===== config.mk =====
export PLATFORM = sky130hd
export DESIGN_NAME = hazard_ctrl_flat
export DESIGN_NICKNAME = d
export VERILOG_FILES = /design/src/rtl/hazard_ctrl_if.sv /design/src/rtl/hazard_ctrl.sv /design/src/flat_wrapper.sv
export SDC_FILE = /design/constraint.sdc
export NUM_CORES = 1
export LEC_CHECK = 0
export ABC_AREA = 0
export ABC_CLOCK_PERIOD_IN_PS = 2000
export CAP_MARGIN = 20
export CORE_UTILIZATION = 32
export CTS_CLUSTER_SIZE = 16
export DETAILED_ROUTE_END_ITERATION = 10
export PLACE_DENSITY = 0.86
export SYNTH_ARGS = -nofsm -noshare
export SYNTH_HDL_FRONTEND = slang
export SYNTH_SLANG_ARGS = --single-unit

===== constraint.sdc =====
create_clock -name clk -period 2 [get_ports clk]
set_input_delay 0.4 -clock clk [delete_from_list [all_inputs] [get_ports clk]]
set_output_delay 0.4 -clock clk [all_outputs]
set_load 0.005 [all_outputs]

===== src/rtl/hazard_ctrl_if.sv =====
`default_nettype none
// ============================================================================
// Module   : hazard_ctrl_if
// Brief    : Bundle between the pipeline datapath and the hazard controller.
// Revision : 1.0
// ============================================================================
interface hazard_ctrl_if #(
    parameter int CNT_W = 16
);
    logic [4:0]       RnId;
    logic [4:0]       RmId;
    logic             usesRn;
    logic             usesRm;
    logic [4:0]       RdEx;
    logic             regWriteEx;
    logic [1:0]       memToRegEx;
    logic             brTakenEx;
    logic             dmemBusy;
    logic             pcWrite;
    logic             ifidWrite;
    logic             ifidFlush;
    logic             idexWrite;
    logic             idexFlush;
    logic             exmemWrite;
    logic [CNT_W-1:0] stallCount;
    logic [CNT_W-1:0] flushCount;

    // Pipeline side: supplies hazard sources, consumes stage controls.
    modport master (
        output RnId, RmId, usesRn, usesRm, RdEx, regWriteEx, memToRegEx,
               brTakenEx, dmemBusy,
        input  pcWrite, ifidWrite, ifidFlush, idexWrite, idexFlush,
               exmemWrite, stallCount, flushCount
    );

    modport slave (
        input  RnId, RmId, usesRn, usesRm, RdEx, regWriteEx, memToRegEx,
               brTakenEx, dmemBusy,
        output pcWrite, ifidWrite, ifidFlush, idexWrite, idexFlush,
               exmemWrite, stallCount, flushCount
    );
endinterface
`default_nettype wire


===== src/rtl/hazard_ctrl.sv =====
`default_nettype none
// ============================================================================
// Module   : hazard_ctrl
// Brief    : Load-use / taken-branch / dmem-busy hazard controller for the
//            five-stage pipeline. Statistics counters built only when
//            HAZARD_STATS_EN is defined.
// Revision : 1.0
// ============================================================================
module hazard_ctrl #(
    parameter int FLUSH_DEPTH = 1,
    parameter int CNT_W       = 16
) (
    input  wire logic     clk,
    input  wire logic     reset,
    hazard_ctrl_if.slave  hz
);

    localparam logic [1:0] c_RUN     = 2'd0;
    localparam logic [1:0] c_LDSTALL = 2'd1;
    localparam logic [1:0] c_BRFLUSH = 2'd2;
    localparam logic [1:0] c_MEMWAIT = 2'd3;

    localparam logic [1:0] c_FLUSH_INIT = (FLUSH_DEPTH > 1) ? 2'(FLUSH_DEPTH - 2) : 2'd0;

    logic [1:0] r_state;
    logic [1:0] r_savedState;
    logic [1:0] r_flushCnt;
    logic [1:0] w_nextState;
    logic [1:0] w_nextSaved;
    logic [1:0] w_nextCnt;
    logic [1:0] w_effState;
    logic       w_loadUse;

    logic       w_pcWrite;
    logic       w_ifidWrite;
    logic       w_ifidFlush;
    logic       w_idexWrite;
    logic       w_idexFlush;
    logic       w_exmemWrite;

    // On the cycle busy drops, MEMWAIT behaves exactly like the interrupted state.
    assign w_effState = (r_state == c_MEMWAIT) ? r_savedState : r_state;

    assign w_loadUse = hz.regWriteEx && (hz.memToRegEx == 2'b01) && (hz.RdEx != 5'd31) &&
                       ((hz.usesRn && (hz.RnId == hz.RdEx)) ||
                        (hz.usesRm && (hz.RmId == hz.RdEx)));

    always_ff @(posedge clk) begin
        if (!reset) begin
            r_state      <= c_RUN;
            r_savedState <= c_RUN;
            r_flushCnt   <= 2'd0;
        end else begin
            r_state      <= w_nextState;
            r_savedState <= w_nextSaved;
            r_flushCnt   <= w_nextCnt;
        end
    end

    always_comb begin
        w_nextState = r_state;
        w_nextSaved = r_savedState;
        w_nextCnt   = r_flushCnt;
        if (hz.dmemBusy) begin
            // flushCnt is simply held, which preserves it across the wait.
            w_nextState = c_MEMWAIT;
            w_nextSaved = w_effState;
        end else if (hz.brTakenEx) begin
            if (FLUSH_DEPTH > 1) begin
                w_nextState = c_BRFLUSH;
                w_nextCnt   = c_FLUSH_INIT;
            end else begin
                w_nextState = c_RUN;
            end
        end else begin
            case (w_effState)
                c_BRFLUSH: begin
                    if (r_flushCnt == 2'd0) begin
                        w_nextState = c_RUN;
                    end else begin
                        w_nextState = c_BRFLUSH;
                        w_nextCnt   = r_flushCnt - 2'd1;
                    end
                end
                c_RUN: begin
                    w_nextState = w_loadUse ? c_LDSTALL : c_RUN;
                end
                default: begin
                    w_nextState = c_RUN;
                end
            endcase
        end
    end

    always_comb begin
        w_pcWrite    = 1'b1;
        w_ifidWrite  = 1'b1;
        w_ifidFlush  = 1'b0;
        w_idexWrite  = 1'b1;
        w_idexFlush  = 1'b0;
        w_exmemWrite = 1'b1;
        if (reset) begin
            if (hz.dmemBusy) begin
                w_pcWrite    = 1'b0;
                w_ifidWrite  = 1'b0;
                w_idexWrite  = 1'b0;
                w_exmemWrite = 1'b0;
            end else if (hz.brTakenEx) begin
                w_ifidFlush = 1'b1;
                w_idexFlush = 1'b1;
            end else begin
                case (w_effState)
                    c_BRFLUSH: w_ifidFlush = 1'b1;
                    c_RUN: begin
                        if (w_loadUse) begin
                            w_pcWrite   = 1'b0;
                            w_ifidWrite = 1'b0;
                            w_idexFlush = 1'b1;
                        end
                    end
                    default: ;
                endcase
            end
        end
    end

    assign hz.pcWrite    = w_pcWrite;
    assign hz.ifidWrite  = w_ifidWrite;
    assign hz.ifidFlush  = w_ifidFlush;
    assign hz.idexWrite  = w_idexWrite;
    assign hz.idexFlush  = w_idexFlush;
    assign hz.exmemWrite = w_exmemWrite;

`ifdef HAZARD_STATS_EN
    logic             w_stallEvt;
    logic             w_flushEvt;
    logic [CNT_W-1:0] r_stallCount;
    logic [CNT_W-1:0] r_flushCount;

    assign w_stallEvt = !hz.dmemBusy && !hz.brTakenEx && (w_effState == c_RUN) && w_loadUse;
    assign w_flushEvt = !hz.dmemBusy && hz.brTakenEx;

    always_ff @(posedge clk) begin
        if (!reset) begin
            r_stallCount <= '0;
            r_flushCount <= '0;
        end else begin
            if (w_stallEvt && (r_stallCount != {CNT_W{1'b1}})) begin
                r_stallCount <= r_stallCount + 1'b1;
            end
            if (w_flushEvt && (r_flushCount != {CNT_W{1'b1}})) begin
                r_flushCount <= r_flushCount + 1'b1;
            end
        end
    end

    assign hz.stallCount = r_stallCount;
    assign hz.flushCount = r_flushCount;
`else
    assign hz.stallCount = {CNT_W{1'b0}};
    assign hz.flushCount = {CNT_W{1'b0}};
`endif

endmodule
`default_nettype wire


===== src/flat_wrapper.sv =====
// flat-port wrapper written by rule: the top's interface ports become plain ports
module hazard_ctrl_flat 
#(
    parameter int FLUSH_DEPTH = 1,
    parameter int CNT_W       = 16
)
  (clk, reset, hz_RnId, hz_RmId, hz_usesRn, hz_usesRm, hz_RdEx, hz_regWriteEx, hz_memToRegEx, hz_brTakenEx, hz_dmemBusy, hz_pcWrite, hz_ifidWrite, hz_ifidFlush, hz_idexWrite, hz_idexFlush, hz_exmemWrite, hz_stallCount, hz_flushCount);
  hazard_ctrl_if #(.CNT_W(CNT_W)) hz_i ();
  input  wire logic clk;
  input  wire logic reset;
  input wire logic [$bits(hz_i.RnId)-1:0] hz_RnId;
  input wire logic [$bits(hz_i.RmId)-1:0] hz_RmId;
  input wire logic [$bits(hz_i.usesRn)-1:0] hz_usesRn;
  input wire logic [$bits(hz_i.usesRm)-1:0] hz_usesRm;
  input wire logic [$bits(hz_i.RdEx)-1:0] hz_RdEx;
  input wire logic [$bits(hz_i.regWriteEx)-1:0] hz_regWriteEx;
  input wire logic [$bits(hz_i.memToRegEx)-1:0] hz_memToRegEx;
  input wire logic [$bits(hz_i.brTakenEx)-1:0] hz_brTakenEx;
  input wire logic [$bits(hz_i.dmemBusy)-1:0] hz_dmemBusy;
  output wire logic [$bits(hz_i.pcWrite)-1:0] hz_pcWrite;
  output wire logic [$bits(hz_i.ifidWrite)-1:0] hz_ifidWrite;
  output wire logic [$bits(hz_i.ifidFlush)-1:0] hz_ifidFlush;
  output wire logic [$bits(hz_i.idexWrite)-1:0] hz_idexWrite;
  output wire logic [$bits(hz_i.idexFlush)-1:0] hz_idexFlush;
  output wire logic [$bits(hz_i.exmemWrite)-1:0] hz_exmemWrite;
  output wire logic [$bits(hz_i.stallCount)-1:0] hz_stallCount;
  output wire logic [$bits(hz_i.flushCount)-1:0] hz_flushCount;
  assign hz_i.RnId = hz_RnId;
  assign hz_i.RmId = hz_RmId;
  assign hz_i.usesRn = hz_usesRn;
  assign hz_i.usesRm = hz_usesRm;
  assign hz_i.RdEx = hz_RdEx;
  assign hz_i.regWriteEx = hz_regWriteEx;
  assign hz_i.memToRegEx = hz_memToRegEx;
  assign hz_i.brTakenEx = hz_brTakenEx;
  assign hz_i.dmemBusy = hz_dmemBusy;
  assign hz_pcWrite = hz_i.pcWrite;
  assign hz_ifidWrite = hz_i.ifidWrite;
  assign hz_ifidFlush = hz_i.ifidFlush;
  assign hz_idexWrite = hz_i.idexWrite;
  assign hz_idexFlush = hz_i.idexFlush;
  assign hz_exmemWrite = hz_i.exmemWrite;
  assign hz_stallCount = hz_i.stallCount;
  assign hz_flushCount = hz_i.flushCount;
  hazard_ctrl #(.FLUSH_DEPTH(FLUSH_DEPTH), .CNT_W(CNT_W)) u_core (.clk(clk), .reset(reset), .hz(hz_i));
endmodule

==> metrics.txt <==
# TYPE chip_impl_metric gauge
chip_impl_info{name="clock_tree_from_tritoncts",value="yes"} 1
chip_impl_metric{name="grt_pass1_vias",unit=""} 691
chip_impl_metric{name="finish.utilization",unit=""} 0.539
chip_impl_metric{name="die_x",unit="um"} 49.7
chip_impl_metric{name="routed_wirelength",unit="um"} 1750
chip_impl_metric{name="synth_simple_gate_area_share",unit=""} 0.165
chip_impl_metric{name="grt_remaining_overflow",unit=""} 0
chip_impl_info{name="status",value="finished, violations left"} 1
chip_impl_metric{name="ys_async_sr_fraction",unit=""} 0
chip_impl_metric{name="die_area",unit="um^2"} 2470
chip_impl_metric{name="multi_input_area",unit="um^2"} 514
chip_impl_info{name="synth_top_cells_by_area",value="buf_4 (35%), dfxtp_1 (16%), xor2_1 (9.6%), a2111oi_4 (3.8%), xnor2_1 (3.6%)"} 1
chip_impl_metric{name="compound_gate_portion_of_the_synthesized_area",unit=""} 0.141
chip_impl_metric{name="p_leak",unit="nW"} 0.534
chip_impl_metric{name="total_switching_power",unit="mW"} 0.124
chip_impl_metric{name="fillerInstances",unit=""} 195
chip_impl_metric{name="detailed_route_drc_error_count",unit=""} 0
chip_impl_metric{name="cellInternalPower",unit="mW"} 0.280
chip_impl_metric{name="power.density_cell_area",unit="nW/um^2"} 366
chip_impl_info{name="timing.setup.critical_path_class",value="input pin to output pin"} 1
chip_impl_metric{name="tritoncts_num_sinks",unit=""} 6
chip_impl_metric{name="synth_enable_flop_cells",unit=""} 0
chip_impl_metric{name="cts-buffers-inserted",unit=""} 3
chip_impl_metric{name="globalplace.congestion",unit=""} 0.723
chip_impl_metric{name="maximum_number_of_pins_on_one_net_before_global_route_repair",unit=""} 6
chip_impl_metric{name="netlist-cell-type-count",unit=""} 27
chip_impl_metric{name="required",unit="ns"} 1.60
chip_impl_info{name="clockRootBuffer",value="clkbuf_4"} 1
chip_impl_metric{name="crit_fanout",unit=""} 3
chip_impl_metric{name="start_util",unit=""} 0.357
chip_impl_metric{name="postCtsHoldBufs",unit=""} 0
chip_impl_metric{name="all_layer_global_routing_usage",unit=""} 0.142
chip_impl_info{name="rsz0062_at_grt",value="true"} 1
chip_impl_metric{name="synth.cell_area",unit="um^2"} 729
chip_impl_metric{name="muxShareOfSynthArea",unit=""} 0
chip_impl_metric{name="antenna_found_initial",unit=""} 0
chip_impl_metric{name="io_buffers",unit=""} 29
chip_impl_metric{name="p_clk_frac",unit=""} 0.280
chip_impl_metric{name="drt-wirelength-per-cell",unit="um"} 10.6
chip_impl_metric{name="grt_first_pass_wirelength",unit="um"} 2680
chip_impl_metric{name="cts.reportedPaths.clkPinSlew",unit="ns"} 0.05
chip_impl_metric{name="ir_worst_vdd",unit="mV"} 0.262
chip_impl_metric{name="die_y",unit="um"} 49.7
chip_impl_metric{name="clock_period_minus_final_worst_setup_slack",unit="ns"} 2.12
chip_impl_info{name="cp-end-kind",value="output pin"} 1
chip_impl_info{name="failing_checks",value="setup timing"} 1
chip_impl_metric{name="detail_route.first_pass.iterations",unit=""} 2
chip_impl_metric{name="final-setup-viol-count",unit=""} 3
chip_impl_metric{name="rows",unit=""} 16
chip_impl_metric{name="seq_cell_area",unit="um^2"} 120
chip_impl_metric{name="clock_tree.htree_level_count",unit=""} 1
chip_impl_metric{name="post_synth_inst_count",unit=""} 90
chip_impl_metric{name="hold_viol",unit=""} 0
chip_impl_metric{name="min_period_over_period",unit=""} 1.06
chip_impl_metric{name="antenna_cells",unit=""} 0
chip_impl_metric{name="combPwrFrac",unit=""} 0.404
chip_impl_metric{name="r2r_cells",unit=""} 5
chip_impl_metric{name="achievable_frequency",unit="GHz"} 0.472
chip_impl_metric{name="fin_ws",unit="ns"} -0.118
chip_impl_metric{name="route.antenna.remaining_nets",unit=""} 0
chip_impl_metric{name="total_power",unit="mW"} 0.403
chip_impl_metric{name="netSwitchingFraction",unit=""} 0.307
chip_impl_metric{name="coreArea",unit="um^2"} 2040
chip_impl_metric{name="numnets_final",unit=""} 165
chip_impl_metric{name="netlist.area_leader.share",unit=""} 0.350
chip_impl_metric{name="place_hpwl",unit="um"} 1330
chip_impl_metric{name="holdWs",unit="ns"} 0.518
chip_impl_info{name="synth_top_flop_cell",value="dfxtp_1"} 1
chip_impl_info{name="hold_path_class",value="flip-flop to flip-flop"} 1
chip_impl_metric{name="synthesis.area_per_instance",unit="um^2"} 8.11
chip_impl_metric{name="ys_seq_area_frac",unit=""} 0.165
chip_impl_metric{name="io_pins",unit=""} 62
chip_impl_metric{name="final_max_slew_viol_count",unit=""} 0
chip_impl_metric{name="num_vias",unit=""} 713
chip_impl_metric{name="dr.first_iter.drc_count",unit=""} 2
chip_impl_metric{name="synthesis.yosys.warnings",unit=""} 0
chip_impl_metric{name="synth-xor-area-share",unit=""} 0.132
chip_impl_metric{name="worst_hold_path.num_cells",unit=""} 2
chip_impl_metric{name="clock_latency",unit="ns"} 0.25
chip_impl_metric{name="synth_fa_ha_area_frac",unit=""} 0.0172
chip_impl_info{name="cell_types_with_the_highest_counts_after_synthesis",value="buf_4 (34), xor2_1 (8), dfxtp_1 (6), inv_1 (5)"} 1
chip_impl_info{name="post-synth-top-count-cell",value="buf_4"} 1
chip_impl_info{name="post-synth-top-area-cell",value="buf_4"} 1
chip_impl_metric{name="drive_gt1_frac",unit=""} 0.312
chip_impl_metric{name="power_frac_seq",unit=""} 0.316
chip_impl_metric{name="critical_path_arrival",unit="ns"} 1.72
chip_impl_metric{name="drv_cap",unit=""} 0
chip_impl_metric{name="fin_worst_skew",unit="ns"} 0.00161
chip_impl_info{name="startpoint_type",value="input pin"} 1
chip_impl_metric{name="viasPerCell",unit=""} 4.32
chip_impl_metric{name="area.growth.synth_to_final",unit="%"} 50.9
chip_impl_metric{name="count_of_state_elements_after_synthesis",unit=""} 6
chip_impl_metric{name="cts.path.max_buffers",unit=""} 2
chip_impl_info{name="synth_top_family_by_area",value="buffers and inverters"} 1
==> critical path: stages <==
cell and delay, ns:
buf_12 0.11, xor2_4 0.18, nor4_4 0.30, a32oi_2 0.16
buf_4 0.16, o41ai_2 0.26, buf_2 0.16
==> layout make-up <==
cell class	count	area share
multi-input combinational	76	0.467
timing repair buffer	48	0.356
sequential	6	0.109
tap	27	0.0307
clock buffer	3	0.0205
inverter	5	0.0170
==> power by group through the flow <==
stage	clock [mW]	combinational [mW]	sequential [mW]
6_report	0.113	0.163	0.127
3_5_place_dp	0	0.152	0.130
5_1_grt	0.124	0.178	0.128
3_3_place_gp	0	0.148	0.129
4_1_cts	0.115	0.145	0.127
2_1_floorplan	0	0.103	0.131
==> layout by cell type (no fill, tap or decap), types with 3 or more instances in the layout <==
cell	instances
xor2_1	6
dfxtp_1	6
clkdlybuf4s50_1	7
clkbuf_4	3
xnor2_1	3
nor2_1	4
buf_4	18
buf_2	9
nand2_1	4
conb_1	32
dlygate4sd2_1	5
inv_1	5
==> flip-flops by register name, summed over array words and instances (netlist names) <==
| name | count |
|---|---|
| u_core.r_state | 2 |
| u_core.r_savedState | 2 |
| u_core.r_flushCnt | 2 |
==> cells by family (layout without fill, tap and decap cells) <==
logic type / after synthesis / in the layout
flops: 6 / 6
other cells: 1 / 32
fa+ha+maj: 1 / 1
xor+xnor: 11 / 11
compound gates: 11 / 11
simple gates: 21 / 21
buf+inv: 39 / 56
==> worst paths after layout <==
check / startpoint / to / slack [ns]
max: hz_RdEx[3] / hz_idexFlush / -0.12
min: u_core.r_flushCnt[1] / u_core.r_flushCnt[1] / 0.52
max reg2reg: u_core.r_savedState[0] / u_core.r_flushCnt[1] / 0.56
min reg2reg: u_core.r_flushCnt[1] / u_core.r_flushCnt[1] / 0.52
==> metal layers <==
metal	part of all wire	global-route usage
met3	0.11	0.0556
met2	0.56	0.291
met4	0	0.0476
met1	0.32	0.120
met5	0	0
==> stage by stage <==
step / worst slack (ns) / setup TNS (ns) / std cells / instance area (um^2)
after floorplan: 0.178 / 0 / 121 / 846
final: -0.118 / -0.281 / 165 / 1100
after CTS: -0.165 / -0.437 / 163 / 1030
after global routing: -0.169 / -0.425 / 165 / 1100
after global placement: -0.804 / -2.49 / 158 / 1030
after detailed placement: -0.835 / -2.82 / 158 / 1030
==> timing repair <==
| item | in CTS | in global routing |
|---|---|---|
| setup endpoints to repair | 6 | 4 |
| setup buffers | 2 | 2 |
| pin swaps | 13 | 6 |
| gates resized for setup | 60 | 14 |
| cloned | 0 | 0 |
No activity file was read; power rests on OpenSTA's default activity.
